$ cat src/rtl/bit_serial_adder_pkg.sv
// Shared constants and FSM encoding for the bit-serial adder controller.
// Imported by the controller and its bench.
package bit_serial_adder_ctrl_pkg;

  localparam int DEFAULT_WIDTH = 8;

  typedef enum logic [1:0] {
    IDLE = 2'd0,
    RUN  = 2'd1,
    DONE = 2'd2
  } state_t;

  function automatic int cnt_w(input int w);
    return (w < 2) ? 1 : $clog2(w);
  endfunction

endpackage

$ cat src/rtl/bit_serial_adder_ctrl_f_adder.sv
// Single-bit full-adder cell used by the serial datapath.
// Port names match the existing library cell.
module f_adder (
  output logic S,
  output logic Cout,
  input  logic A,
  input  logic B,
  input  logic Cin
);

  assign S    = A ^ B ^ Cin;
  assign Cout = (A & B) | (A & Cin) | (B & Cin);

endmodule

$ cat src/rtl/bit_serial_adder_ctrl.sv
// Bit-serial adder: one full-adder cell, one result bit per clock.
// Results and flags are registered and held until the next completion.
module bit_serial_adder_ctrl
  import bit_serial_adder_ctrl_pkg::*;
#(
  parameter int WIDTH = DEFAULT_WIDTH
) (
  input  logic             clk,
  input  logic             rst_n,
  input  logic             start,
  input  logic [WIDTH-1:0] a,
  input  logic [WIDTH-1:0] b,
  input  logic             cin,
  output logic             busy,
  output logic             done,
  output logic [WIDTH-1:0] sum,
  output logic             cout,
  output logic             overflow
);

  localparam int CW = cnt_w(WIDTH);
  localparam logic [CW-1:0] LAST = CW'(WIDTH - 1);

  state_t           state_q;
  state_t           state_d;
  logic [CW-1:0]    cnt_q;
  logic [WIDTH-1:0] sa_q;
  logic [WIDTH-1:0] sb_q;
  logic             carry_q;
  logic [WIDTH-2:0] res_q;
  logic [WIDTH-1:0] sum_next;
  logic             accept;
  logic             last;
  logic             s_bit;
  logic             c_bit;

  f_adder u_cell (
    .S    (s_bit),
    .Cout (c_bit),
    .A    (sa_q[0]),
    .B    (sb_q[0]),
    .Cin  (carry_q)
  );

  // Bits computed so far sit below the fresh sum bit.
  assign sum_next = {s_bit, res_q};

  assign busy = (state_q == RUN);
  assign done = (state_q == DONE);

  always_comb begin
    state_d = state_q;
    accept  = 1'b0;
    last    = 1'b0;
    case (state_q)
      IDLE: begin
        if (start) begin
          accept  = 1'b1;
          state_d = RUN;
        end
      end
      RUN: begin
        if (cnt_q == LAST) begin
          last    = 1'b1;
          state_d = DONE;
        end
      end
      DONE: begin
        if (start) begin
          accept  = 1'b1;
          state_d = RUN;
        end else begin
          state_d = IDLE;
        end
      end
      default: state_d = IDLE;
    endcase
  end

  always_ff @(posedge clk or negedge rst_n) begin
    if (!rst_n) state_q <= IDLE;
    else        state_q <= state_d;
  end

  always_ff @(posedge clk or negedge rst_n) begin
    if (!rst_n) begin
      cnt_q    <= '0;
      sa_q     <= '0;
      sb_q     <= '0;
      carry_q  <= 1'b0;
      res_q    <= '0;
      sum      <= '0;
      cout     <= 1'b0;
      overflow <= 1'b0;
    end else if (accept) begin
      cnt_q   <= '0;
      sa_q    <= a;
      sb_q    <= b;
      carry_q <= cin;
      res_q   <= '0;
    end else if (state_q == RUN) begin
      sa_q    <= sa_q >> 1;
      sb_q    <= sb_q >> 1;
      carry_q <= c_bit;
      res_q   <= sum_next[WIDTH-1:1];
      if (last) begin
        sum      <= sum_next;
        cout     <= c_bit;
        // carry_q is the carry entering the MSB cell
        overflow <= carry_q ^ c_bit;
      end else begin
        cnt_q <= cnt_q + 1'b1;
      end
    end
  end

endmodule
$ cat config.mk
export PLATFORM = sky130hd
export DESIGN_NAME = bit_serial_adder_ctrl
export DESIGN_NICKNAME = d
export VERILOG_FILES = /design/src/rtl/bit_serial_adder_pkg.sv /design/src/rtl/bit_serial_adder_ctrl_f_adder.sv /design/src/rtl/bit_serial_adder_ctrl.sv
export SDC_FILE = /design/constraint.sdc
export NUM_CORES = 1
export LEC_CHECK = 0
export CAP_MARGIN = 25
export CORE_AREA = 4 4 65 67
export CTS_CLUSTER_SIZE = 12
export DETAILED_ROUTE_END_ITERATION = 10
export DIE_AREA = 0 0 69 71
export PLACE_DENSITY = 0.8
export REMOVE_ABC_BUFFERS = 1
export SLEW_MARGIN = 20
export SYNTH_ARGS = -nofsm -noshare
export SYNTH_HDL_FRONTEND = slang
export SYNTH_SLANG_ARGS = --single-unit
export TNS_END_PERCENT = 30
$ cat constraint.sdc
create_clock -name clk -period 1.84 [get_ports clk]
set_input_delay 0.368 -clock clk [delete_from_list [all_inputs] [get_ports clk]]
set_output_delay 0.368 -clock clk [all_outputs]
set_load 0.01 [all_outputs]
==> results of run 1 <==
-- power by group through the flow --
stage / Combinational [mW] / Sequential [mW] / Clock (mW)
final: 1.51 / 1.55 / 0.840
after global routing: 1.68 / 1.60 / 0.893
after CTS: 1.54 / 1.55 / 0.857
after detailed placement: 1.54 / 1.56 / 0
after global placement: 1.45 / 1.52 / 0
after floorplan: 0.904 / 1.55 / 0
-- registers in the layout, summed over array words and instances, names as in the netlist --
name / flops
cnt_q: 3
overflow: 1
res_q: 7
carry_q: 1
sum: 8
cout: 1
sa_q: 8
sb_q: 8
state_q: 2
-- what timing repair did --
action,4_1_cts,5_1_grt
gates resized for setup,3,0
endpoints found under the setup margin,2,0
setup buffers,0,0
-- final timing paths --
kind,from,endpoint,slack (ns),depth (start not counted)
setup / recovery,state_q[1],busy,0.28,3
hold / removal,rst_n,res_q[3],0.01,1
setup reg to reg,cnt_q[0],sum[1],0.32,4
hold reg to reg,sum[6],sum[6],0.50,1
max in group asynchronous,rst_n,state_q[0],1.35,2
min in group clk,sum[6],sum[6],0.50,1
-- cells in the final DEF (no fill, tap or decap) --
cell type        instances
a211oi_1                 3
a221o_1                  1
buf_12                   1
o211ai_1                 2
nor2_4                   1
buf_2                    1
nor2_1                  12
a21oi_1                  3
dfrtp_1                 38
nand3b_4                 1
o21ai_1                  2
mux2i_1                  4
nand3_1                  3
inv_2                    2
o22ai_1                 11
bufinv_16                2
dlygate4sd2_1            2
nor2b_1                  4
a22o_1                   9
nor2_2                   1
nand2b_2                 2
nor2b_2                  1
nor3_1                   2
nor3_2                   9
fa_1                     1
ha_1                     2
nand2_1                  7
mux2_1                  10
xnor2_1                  1
clkdlybuf4s50_1         28
dfrtp_2                  1
clkbuf_8                 5
buf_4                    7
clkinvlp_4               1
xor2_1                   1
and3b_1                  1
-- worst max-delay path, stage by stage, from the launching register on --
cell           delay, ns
dfrtp_1             0.39
nand2b_2            0.20
inv_2               0.06
dlygate4sd2_1       0.26
-- kinds of logic after synthesis --
family          share of synthesized area, %
simple gates                            15.8
flops                                   54.3
fa+ha+maj                               2.51
compound gates                          12.2
mux                                     8.49
xor+xnor                               0.974
buf+inv                                 5.71
-- per-layer routing --
metal  up-vias  wire length [um]  global-route usage [%]
met4         0                65                    6.94
met2        33              1890                    28.7
met3         7               186                    5.54
met1       618              1480                    18.1
met5         -                 0                       0
li1        593                 -                       -
-- metrics by stage --
step           utilization [%]  power (mW)
2_1_floorplan                -        2.46
3_3_place_gp              58.9        2.97
3_5_place_dp              58.9        3.10
4_1_cts                   62.6        3.95
5_1_grt                   62.6        4.17
6_report                  62.6        3.90
-- cell type report --
cell class / instances / area share [%]
timing repair buffer: 39 / 16.5
tap: 48 / 2.64
sequential: 39 / 42.9
clock buffer: 5 / 3.02
clock inverter: 3 / 2.97
multi-input combinational: 94 / 31.6
inverter: 2 / 0.330
==> results.json, run 1 <==
{
  "yosysSeqAreaShare_pct": 54.3,
  "cp_data_arrival_time_ns": 1.20,
  "num_vias": 1251,
  "finalCriticalPeriod_ns": 1.56,
  "fmax_ghz": 0.639,
  "outcome": "finished, final reports clean",
  "required_ns": 1.47,
  "synth_seq_cells": 39,
  "place_hpwl_mm": 2.77,
  "power.density_nw_per_um2": 1710,
  "antenna_found_initial": 0,
  "worst_setup_path_start_kind": "flip-flop",
  "dp_cells": 222,
  "synth.avg_cell_area_um2": 12.4,
  "grt_util_all_layers_pct": 16.4,
  "yosysTopAreaCell": "dfrtp_1",
  "intPower_mw": 2.58,
  "diodes": 0,
  "p_seq_share_pct": 39.6,
  "timing.final.ws_setup_ns": 0.276,
  "core_um2": 3630,
  "initialDrtViolationCount": 78,
  "cts_sinks": 39,
  "avgViaCountPerCell": 5.44,
  "multi_input_area_um2": 719,
  "dr.pass1.iters": 4,
  "clk_pin_slew_worst_paths_ns": 0.08,
  "final_layout_size_suffix_gt1_share_pct": 19.2,
  "numCtsBuffers": 5,
  "regArea_um2": 977,
  "die_area_um2": 4900,
  "grt_setup_unrepaired": "no",
  "die_w_um": 69,
  "totalWireLength_mm": 3.62,
  "final_cells": 230,
  "place.gp.congestion": 0.764,
  "place_area_um2": 2140,
  "cp_max_fo": 3,
  "area_delta_synth_final_pct": 26.6,
  "drtAntennaViolNets": 0,
  "final_nets": 204,
  "worst_pin_slew_ns": 0.461,
  "netlist_area_um2": 1800,
  "yosys_warnings": 0,
  "cap_violations": 0,
  "htreeDepth": 2,
  "setup_tns_ns": 0,
  "skew_ns": 0.00649,
  "synth_top_area_share_pct": 54.3,
  "syn_inst": 145,
  "ios": 32,
  "fillers": 299,
  "worst_hold_slack_ns": 0.0127,
  "synth-main-ff-cell": "dfrtp_1",
  "fin_crit_sh_pct": 85.0,
  "die_y_um": 71,
  "io_buffers": 31,
  "routedWlPerCell_um": 15.7,
  "hold_buffers": 0,
  "hold_path.class": "input pin to async pin",
  "combPwrFrac_pct": 38.8,
  "power.switching_mw": 1.33,
  "async_flop_share_pct": 100,
  "clock_path_buffers": 2,
  "synth_cell_types": 32,
  "crit_type": "flip-flop to output port",
  "synth_edf_count": 0,
  "cts_root_buffer": "clkbuf_8",
  "clkPwrFrac_pct": 21.5,
  "synth.most_common_cell": "dfrtp_1",
  "clk_latency_ns": 0.30,
  "grt_overflow_total": 0,
  "hold_viol": 0,
  "final_area_um2": 2280,
  "pre_cts_ws_ns": 0.244,
  "max-slew-margin-rel_pct": 69.3,
  "grt_pass1_wl_mm": 6.35,
  "ir_drop_mv": 0.899,
  "drv_slew": 0,
  "grt_max_degree": 21,
  "worstSetupEndpointType": "output port",
  "rows": 22,
  "floorplan.initialDensity_pct": 49.5,
  "swShare_pct": 34.0,
  "setup_viol": 0,
  "p_leak_nw": 0.984,
  "synthTopCellsByArea": "dfrtp_1 (54%), mux2_1 (6.3%), nor3_2 (5.0%), a22o_1 (4.4%), o22ai_1 (3.8%)",
  "netlist_top_cells_count": "dfrtp_1 (39), nor2_1 (12), o22ai_1 (11), mux2_1 (10)",
  "cts_tree": "built",
  "route.detailed.drc": 0,
  "grt_pass1_vias": 1407
}
Power figures use the tool's default switching activity.
==> inputs of run 2 (changes only) <==
--- a/config.mk
+++ b/config.mk
@@ -10,6 +10,7 @@
 export CTS_CLUSTER_SIZE = 12
 export DETAILED_ROUTE_END_ITERATION = 10
 export DIE_AREA = 0 0 69 71
+export GPL_TIMING_DRIVEN = 0
 export PLACE_DENSITY = 0.8
 export REMOVE_ABC_BUFFERS = 1
 export SLEW_MARGIN = 20
==> run 2 against run 1 <==
Net effect:
- sequential share of layout area decreased by 0.23 points
- setup slack lost 0.23 ns
- final area is 0.93% higher
- clock skew fell by 0.0026 ns
- count of clock-buffer cells in the layout unchanged
- worst hold slack improved by 0.48 ns
- combinational power rose by 9%
==> results.json, run 2 (synthesis results as in run 1) <==
{
  "outcome": "finished, final reports clean",
  "place.gp.congestion": 0.777,
  "die_area_um2": 4900,
  "grt_max_degree": 25,
  "drv_slew": 0,
  "dr_wl_met3_um": 164,
  "regArea_um2": 981,
  "worst_pin_slew_ns": 0.447,
  "cts_root_buffer": "clkbuf_8",
  "slowest_delay_ns": 0.48,
  "numCtsBuffers": 5,
  "dr.pass1.iters": 4,
  "final_layout_size_suffix_gt1_share_pct": 21.4,
  "finalCriticalPeriod_ns": 1.79,
  "place_area_um2": 2100,
  "worstSetupEndpointType": "output port",
  "cpLargestDelayFamily": "buffers and inverters",
  "diodes": 0,
  "power.density_nw_per_um2": 1620,
  "grt_pass1_wl_mm": 6.70,
  "grt_overflow_total": 0,
  "fin_crit_sh_pct": 97.4,
  "reg_top3": "sa_q (8), sb_q (8), sum (8)",
  "hold_path.class": "flip-flop to flip-flop",
  "totalWireLength_mm": 3.73,
  "critPathSlowestCell": "dfrtp_4",
  "io_buffers": 31,
  "drtAntennaViolNets": 0,
  "route.detailed.drc": 0,
  "clk_latency_ns": 0.29,
  "ir_drop_mv": 0.699,
  "fillers": 309,
  "antenna_found_initial": 0,
  "cp.buffers_inverters": 3,
  "grt_pass1_vias": 1410,
  "cts_tree": "built",
  "clock_path_buffers": 2,
  "skew_ns": 0.00389,
  "max-slew-margin-rel_pct": 70.1,
  "worst_setup_path_start_kind": "flip-flop",
  "num_vias": 1274,
  "avgViaCountPerCell": 5.42,
  "fmax_ghz": 0.558,
  "area_delta_synth_final_pct": 27.8,
  "ios": 32,
  "die_w_um": 69,
  "cts_sinks": 39,
  "required_ns": 1.47,
  "multi_input_area_um2": 729,
  "postLayoutCoreUtil_pct": 63.2,
  "cp_max_fo": 20,
  "floorplan.initialDensity_pct": 49.5,
  "final_cell_mix": "dfrtp_1 (37), clkdlybuf4s50_1 (28), nor2_1 (12)",
  "clk_pin_slew_worst_paths_ns": 0.07,
  "p_leak_nw": 1.00,
  "routedWlPerCell_um": 15.9,
  "cp_data_arrival_time_ns": 1.42,
  "rows": 22,
  "top_layer": "met4",
  "place_hpwl_mm": 2.53,
  "grt_util_all_layers_pct": 17.4,
  "pre_cts_ws_ns": -0.701,
  "crit_type": "flip-flop to output port",
  "met2WireLength_mm": 1.92,
  "timing.final.ws_setup_ns": 0.0474,
  "hold_viol": 0,
  "layout_commonest_cell": "dfrtp_1",
  "path_cells": "buf_4, nand2b_4, inv_12, dlygate4sd2_1",
  "initialDrtViolationCount": 77,
  "htreeDepth": 2,
  "cap_violations": 0,
  "core_um2": 3630,
  "final_nets": 209,
  "setup_viol": 0,
  "die_y_um": 71,
  "m1WireLength_mm": 1.59,
  "final_area_um2": 2300
}
## run 2: routing by layer
metal	GRT usage (%)	vias to the layer above
met5	0	-
met4	7.59	0
met3	4.40	5
met2	29.7	34
met1	20.7	634
li1	-	601
## run 2: layout make-up
type / count / area share, %
Sequential cell: 39 / 42.7
Clock buffer: 5 / 3.00
Timing Repair Buffer: 44 / 18.4
Clock inverter: 3 / 0.654
Multi-Input combinational cell: 94 / 31.8
Inverter: 2 / 0.871
Tap cell: 48 / 2.61
## run 2: final timing paths
kind,start,end,slack [ns],cells after the start
min in group asynchronous,rst_n,sum[4],0.53,2
max in group asynchronous,rst_n,state_q[0],0.83,3
setup / recovery,state_q[0],busy,0.05,4
setup reg to reg,state_q[0],sa_q[6],0.23,6
hold reg to reg,sum[1],sum[1],0.49,1
hold / removal,sum[1],sum[1],0.49,1
## run 2: worst reg2reg max path, delay by kind of cell, from the launching register on
kind                   cells  cell delay [ns]
AOI/OAI and AO/OA          1             0.30
buffers and inverters      3             0.46
DFF                        1             0.48
and+or+nand+nor            2             0.26
## run 2: per-stage QoR
step	power [mW]	TNS, ns	cells	hold slack [ns]
global placement	2.90	-21.63	214	0.474
finish	3.72	0	235	0.491
floorplan	2.46	0	135	0.0724
detailed placement	3.00	-8.17	215	0.316
global route	4.00	-0.00164	235	0.509
CTS	3.73	0	234	0.497
## run 2: timing repair
item	4_1_cts	5_1_grt
resized for setup	11	0
hold buffers	1	0
buffers inserted	10	1
gates cloned	0	0
endpoints found under the setup margin	19	1
endpoints found under the hold margin	14	0
## run 2: power breakdown
group          switching [mW]  total (mW)  internal (mW)
Combinational           0.777        1.64          0.859
Clock                   0.292       0.551          0.259
Sequential              0.278        1.53           1.25
Total                    1.35        3.72           2.37
